## src/rtl/ex_muldiv_pkg.sv

```systemverilog
// rtl/ex_muldiv_pkg.sv - shared encodings for the execute-stage M-extension unit
package ex_muldiv_pkg;

    localparam int XLEN = 32;

    localparam logic [2:0] FUNC3_MUL    = 3'b000;
    localparam logic [2:0] FUNC3_MULH   = 3'b001;
    localparam logic [2:0] FUNC3_MULHSU = 3'b010;
    localparam logic [2:0] FUNC3_MULHU  = 3'b011;
    localparam logic [2:0] FUNC3_DIV    = 3'b100;
    localparam logic [2:0] FUNC3_DIVU   = 3'b101;
    localparam logic [2:0] FUNC3_REM    = 3'b110;
    localparam logic [2:0] FUNC3_REMU   = 3'b111;

    typedef enum logic [2:0] {
        ST_IDLE = 3'd0,
        ST_MUL  = 3'd1,
        ST_DIV  = 3'd2,
        ST_SIGN = 3'd3,
        ST_DONE = 3'd4
    } muldiv_state_t;

endpackage

```

## src/rtl/ex_muldiv_unit_div_step.sv

```systemverilog
// rtl/ex_muldiv_unit_div_step.sv - one combinational restoring shift-subtract step
module muldiv_div_step #(
    parameter int XLEN = ex_muldiv_pkg::XLEN
) (
    input  logic [XLEN-1:0] rem_in,
    input  logic [XLEN-1:0] quo_in,
    input  logic [XLEN-1:0] div_in,
    output logic [XLEN-1:0] rem_out,
    output logic [XLEN-1:0] quo_out
);

    logic [XLEN:0]   shifted;
    logic [XLEN-1:0] diff_lo;
    logic            fits;

    assign shifted = {rem_in, quo_in[XLEN-1]};
    assign fits    = shifted >= {1'b0, div_in};
    // When the divisor fits, the true difference is below 2^XLEN, so the low bits are exact.
    assign diff_lo = shifted[XLEN-1:0] - div_in;

    assign rem_out = fits ? diff_lo : shifted[XLEN-1:0];
    assign quo_out = {quo_in[XLEN-2:0], fits};

endmodule

```

## src/rtl/ex_muldiv_unit.sv

```systemverilog
// rtl/ex_muldiv_unit.sv - RV32M multiply (2 cycles) / iterative restoring divide (34 cycles)
module ex_muldiv_unit #(
    parameter int XLEN = ex_muldiv_pkg::XLEN
) (
    input  logic            CLK,
    input  logic            Reset,
    input  logic            Start,
    input  logic            Flush,
    input  logic [2:0]      func3,
    input  logic [XLEN-1:0] Operand1,
    input  logic [XLEN-1:0] Operand2,
    input  logic [4:0]      WriteAddress,
    output logic [XLEN-1:0] Result,
    output logic            Result_Valid,
    output logic [4:0]      Out_WriteAddress,
    output logic            STALL,
    output logic            Busy
);

    import ex_muldiv_pkg::*;

    localparam int CNT_W = $clog2(XLEN + 1);

    muldiv_state_t   state, next_state;
    logic [2:0]      func3_q;
    logic [XLEN-1:0] op1_q, op2_q;
    logic [XLEN-1:0] rem_q, quo_q, div_q;
    logic            quo_neg_q, rem_neg_q;
    logic [CNT_W-1:0] counter;

    logic            accept;
    logic            div_signed;
    logic            div_by_zero, div_overflow, special;
    logic [XLEN-1:0] special_result;
    logic [XLEN-1:0] abs1, abs2;
    logic [XLEN-1:0] step_rem, step_quo;
    logic [XLEN-1:0] quo_fix, rem_fix, div_result;
    logic [XLEN:0]   a_ext, b_ext;
    logic signed [2*XLEN-1:0] a_wide, b_wide, product;
    logic [XLEN-1:0] mul_result;

    assign accept = (state == ST_IDLE) && Start && !Flush;

    // Divide special cases are decided from the live operands so they finish without iterating.
    assign div_signed     = !func3[0];
    assign div_by_zero    = (Operand2 == '0);
    assign div_overflow   = div_signed && (Operand1 == {1'b1, {(XLEN-1){1'b0}}}) && (&Operand2);
    assign special        = func3[2] && (div_by_zero || div_overflow);
    assign special_result = div_by_zero ? (func3[1] ? Operand1 : '1)
                                        : (func3[1] ? '0 : Operand1);

    assign abs1 = (div_signed && Operand1[XLEN-1]) ? ('0 - Operand1) : Operand1;
    assign abs2 = (div_signed && Operand2[XLEN-1]) ? ('0 - Operand2) : Operand2;

    muldiv_div_step #(.XLEN(XLEN)) u_div_step (
        .rem_in  (rem_q),
        .quo_in  (quo_q),
        .div_in  (div_q),
        .rem_out (step_rem),
        .quo_out (step_quo)
    );

    assign quo_fix    = quo_neg_q ? ('0 - quo_q) : quo_q;
    assign rem_fix    = rem_neg_q ? ('0 - rem_q) : rem_q;
    assign div_result = func3_q[1] ? rem_fix : quo_fix;

    // 33-bit extension selects signed/unsigned per operand; low 64 bits of the product suffice.
    assign a_ext      = {(func3_q != FUNC3_MULHU) && op1_q[XLEN-1], op1_q};
    assign b_ext      = {((func3_q == FUNC3_MUL) || (func3_q == FUNC3_MULH)) && op2_q[XLEN-1], op2_q};
    assign a_wide     = {{(XLEN-1){a_ext[XLEN]}}, a_ext};
    assign b_wide     = {{(XLEN-1){b_ext[XLEN]}}, b_ext};
    assign product    = a_wide * b_wide;
    assign mul_result = (func3_q == FUNC3_MUL) ? product[XLEN-1:0] : product[2*XLEN-1:XLEN];

    always_comb begin
        next_state = state;
        case (state)
            ST_IDLE: begin
                if (accept) begin
                    if (!func3[2])    next_state = ST_MUL;
                    else if (special) next_state = ST_DONE;
                    else              next_state = ST_DIV;
                end
            end
            ST_MUL:  next_state = Flush ? ST_IDLE : ST_DONE;
            ST_DIV: begin
                if (Flush)                       next_state = ST_IDLE;
                else if (counter == CNT_W'(1))   next_state = ST_SIGN;
            end
            ST_SIGN: next_state = Flush ? ST_IDLE : ST_DONE;
            ST_DONE: next_state = ST_IDLE;
            default: next_state = ST_IDLE;
        endcase
    end

    always_ff @(posedge CLK) begin
        if (Reset) begin
            state            <= ST_IDLE;
            Busy             <= 1'b0;
            Result           <= '0;
            Out_WriteAddress <= '0;
            counter          <= '0;
            func3_q          <= '0;
            op1_q            <= '0;
            op2_q            <= '0;
            rem_q            <= '0;
            quo_q            <= '0;
            div_q            <= '0;
            quo_neg_q        <= 1'b0;
            rem_neg_q        <= 1'b0;
        end else begin
            state <= next_state;
            Busy  <= (next_state == ST_MUL) || (next_state == ST_DIV) || (next_state == ST_SIGN);
            case (state)
                ST_IDLE: begin
                    if (accept) begin
                        func3_q          <= func3;
                        op1_q            <= Operand1;
                        op2_q            <= Operand2;
                        Out_WriteAddress <= WriteAddress;
                        rem_q            <= '0;
                        quo_q            <= abs1;
                        div_q            <= abs2;
                        quo_neg_q        <= div_signed && (Operand1[XLEN-1] ^ Operand2[XLEN-1]);
                        rem_neg_q        <= div_signed && Operand1[XLEN-1];
                        if (next_state == ST_DIV) counter <= CNT_W'(XLEN);
                        if (special)              Result  <= special_result;
                    end
                end
                ST_MUL: begin
                    if (!Flush) Result <= mul_result;
                end
                ST_DIV: begin
                    rem_q   <= step_rem;
                    quo_q   <= step_quo;
                    counter <= counter - CNT_W'(1);
                end
                ST_SIGN: begin
                    if (!Flush) Result <= div_result;
                end
                default: ;
            endcase
        end
    end

    assign Result_Valid = (state == ST_DONE) && !Flush && !Reset;
    assign STALL        = accept || Busy;

endmodule

```

## config.mk

```make
export PLATFORM = sky130hd
export DESIGN_NAME = ex_muldiv_unit
export DESIGN_NICKNAME = d
export VERILOG_FILES = /design/src/rtl/ex_muldiv_pkg.sv /design/src/rtl/ex_muldiv_unit_div_step.sv /design/src/rtl/ex_muldiv_unit.sv
export SDC_FILE = /design/constraint.sdc
export NUM_CORES = 2
export LEC_CHECK = 0
export BUFFER_PORTS_ARGS = -buffer_cell sky130_fd_sc_hd__buf_2
export CAP_MARGIN = 20
export CELL_PAD_IN_SITES_DETAIL_PLACEMENT = 2
export CELL_PAD_IN_SITES_GLOBAL_PLACEMENT = 2
export CORE_MARGIN = 8
export CORE_UTILIZATION = 35
export CTS_BUF_LIST = sky130_fd_sc_hd__clkbuf_8
export DETAILED_ROUTE_END_ITERATION = 6
export PLACE_DENSITY_LB_ADDON = 0.1
export REMOVE_ABC_BUFFERS = 1
export SLEW_MARGIN = 20
export SYNTH_ARGS = -nofsm -noshare
export SYNTH_HDL_FRONTEND = slang
export SYNTH_SLANG_ARGS = --single-unit
```

## constraint.sdc

```tcl
create_clock -name CLK -period 17.7 [get_ports CLK]
set_clock_uncertainty 0.15 [all_clocks]
set_input_delay 2.655 -clock CLK [delete_from_list [all_inputs] [get_ports CLK]]
set_output_delay 2.655 -clock CLK [all_outputs]
set_load 0.01 [all_outputs]
```

==> impl_metrics.csv <==
group,metric,value,unit
status,status,"finished clean",
critical_path,start_kind,"flop",
synthesis,syn_inst,5948,
clock_tree,post_cts_buffers,0,
global_routing,grt_max_degree,83,
run,cap_violations,0,
timing,max_slew_margin,0.287,
place,dpl.hpwl,155000,um
clock_tree,clockRootBuffer,"clkbuf_8",
global_routing,track_usage,0.245,
timing,fmax,0.108,GHz
finish,drive_above_1_share,0.0542,
synthesis,ys_ff_latch,211,
critical_path,crit_top_cell,"fa_1",
hold_path,worstHoldPathType,"reg -> reg",
power,ir_worst_vdd,0.0000514,V
place,place_area,53200,um^2
synthesis,synth_area_leaders,"fa_1 44%, inv_1 8.5%, dfxtp_1 8.3%",
clock_tree,cts_tree,"yes",
synthesis,synth.avg_cell_area,8.55,um^2
finish,final_nets,7291,
timing,slew_violations,0,
timing,worst_pin_slew,1070,ps
clock_tree,cts_made_buffers,41,
synthesis,synth_compound_area_frac,0.0960,
routing,via_per_inst,5.21,
critical_path,worstPathArrival,9580,ps
routing,ant_nets,0,
critical_path,path_class,"reg -> reg",
global_routing,grt_pass1_wl,297000,um
timing,rsz0062_at_grt,"false",
routing,route.detailed.drc,0,
clock_tree,insertion_delay,620,ps
routing,wirelength,191000,um
routing,drt-pass1-iter-count,5,
finish,finalInstanceArea,54100,um^2
global_routing,antenna_found_initial,20,
global_routing,grt_pass1_vias,47400,
synthesis,yosys.area_share.xor_xnor,0.0364,
synthesis,synth_top_area_frac,0.443,
die,start_util,0.351,
synthesis,yosys.area.top_type,"fa_1",
clock_tree,path_clk_slew,70,ps
synthesis,ys_warn_count,0,
clock_tree,cts.sinks,211,
synthesis,synth-async-reset-ratio,0,
synthesis,synthMuxAreaShare,0.00217,
critical_path,slowest_delay,590,ps
synthesis,synthFlopType,"dfxtp_1",
power,power_density,36.3,nW/um^2
place,portBuffers,115,
critical_path,ff2ff_setup_slack,8440,ps
critical_path,cp.required,18020,ps
synthesis,synth-edff-count,0,
timing,setup-tns-final,0,ps
timing,hold_viol,0,
routing,wire_per_inst,24.6,um
clock_tree,htreeDepth,2,
synthesis,synth_area,50800,um^2
clock_tree,clockBufferDepth,3,
finish,syn_to_final_growth,6.44,%
synthesis,synth-simple-area-share,0.165,
die,rows,140,
clock_tree,cts_resized,0,
die,io_pins,116,
routing,drt_iter0_drc,1793,
place,gp_congestion,0.886,
critical_path,worstPathMaxFanout,65,
critical_path,slowest_stage,"or4_1",
routing,num_vias,40600,
clock_tree,cts_hold_buf,0,
timing,min_period,9260,ps
die,die_w,397,um
synthesis,netlist_top_cells_count,"1149 x inv_1, 1126 x fa_1, 1050 x nand2_1, 349 x clkbuf_1, 330 x and2_1",
timing,min_period_over_period,0.523,
synthesis,synth.distinct_cells,74,
die,die_y,397,um
die,core_area,145000,um^2
critical_path,endpoint_kind,"flop",
synthesis,synthAdderAreaFrac,0.505,
critical_path,crit_chain,"buf_4 -> nor2_1 -> nand2_1 -> buf_4 -> nor2_1 -> fa_1 -> inv_1 -> fa_1 -> fa_1 -> fa_1 -> fa_1 -> fa_1 -> fa_1 -> fa_1 -> inv_1 -> ha_1 -> nand4_1 -> or4_1 -> o2111ai_1 -> nand2_1 -> a31o_2 -> a2111oi_0 -> nor3_1",
power,leakage,0.0234,uW
synthesis,synth_top_family_by_area,"adder cells",
synthesis,yosysSeqAreaShare,0.0831,
timing,setup_violations,0,
global_routing,globalRoute.totalOverflow,0,
synthesis,post-synth-top-count-cell,"inv_1",
die,dieArea,158000,um^2
-- cell usage in the layout, fill, tap and decap left out, types with 37 or more instances in the layout --
cell type and instances:
nor3_1 51, and2_1 330, a211oi_1 51, dfxtp_1 206, fa_1 1125, nand3_1 37, buf_4 98, nand2_1 1050
xnor2_1 115, inv_1 1160, clkbuf_8 56, nor2_1 212, a21o_1 56, ha_1 251, buf_2 114, o21ai_0 140
a21oi_1 272, xor2_1 96
-- registers in the layout, indices dropped and copies added, names as in the netlist, 5 cells and up --
signal            count
Out_WriteAddress      5
rem_q                32
counter               6
op2_q                32
op1_q                32
div_q                31
quo_q                32
Result               32
-- stage by stage --
step           setup WS, ps  cells  utilization  hold WS, ps  total power [uW]
5_1_grt                7880   7784        0.373          323              2090
2_1_floorplan          8690   5582            -          276              1060
3_5_place_dp           8400   7712        0.367          302              1440
6_report               8440   7790        0.374          309              1960
4_1_cts                8380   7784        0.373          312              2000
3_3_place_gp           8600   7712        0.367          290              1420
-- where the power goes --
group,switching [uW],internal (uW),leakage (uW)
registers,23.5,496,0.00172
clock network,244,295,0.000487
logic,608,296,0.0212
total,876,1090,0.0234
-- metal layers --
metal | track usage | wire length, um | up-vias
li1 | - | - | 17900
met1 | 0.335 | 88000 | 21900
met2 | 0.432 | 94500 | 645
met3 | 0.0157 | 5310 | 199
met4 | 0.0419 | 3620 | 0
met5 | 0 | 0 | -
-- path summary, 6_finish.rpt --
| check | cells after the start | to | start |
|---|---|---|---|
| setup / recovery | 23 | Result[24] | func3_q[1] |
| hold / removal | 2 | Out_WriteAddress[1] | Out_WriteAddress[1] |
| setup reg to reg | 23 | Result[24] | func3_q[1] |
| hold reg to reg | 2 | Out_WriteAddress[1] | Out_WriteAddress[1] |
-- cell type report --
class / count / area [um^2]
inverter: 1149 / 4310
sequential: 211 / 4230
clock inverter: 16 / 93.8
tap: 1917 / 2400
fill: 16300 / 90700
clock buffer: 56 / 771
antenna: 6 / 15.0
multi-input combinational: 4222 / 41000
timing repair buffer: 213 / 1320
-- critical path, delay by kind of cell (launching register included) --
| kind | cells | cell delay, ps |
|---|---|---|
| flip-flops | 1 | 330 |
| AND/OR/NAND/NOR | 7 | 1860 |
| AO/OA/AOI/OAI | 3 | 1120 |
| buffers and inverters | 4 | 1190 |
| adder cells (fa/ha/maj) | 9 | 4420 |
-- logic make-up (layout without fill, tap and decap cells) --
family / count (synthesis) / in the layout
multiplexers: 11 / 11
buffers and inverters: 1515 / 1434
XOR/XNOR: 211 / 211
other: 0 / 6
AND/OR/NAND/NOR: 1853 / 1853
AO/OA/AOI/OAI: 770 / 770
adder cells (fa/ha/maj): 1377 / 1377
flip-flops: 211 / 211
No activity file was read; power rests on OpenSTA's default activity.
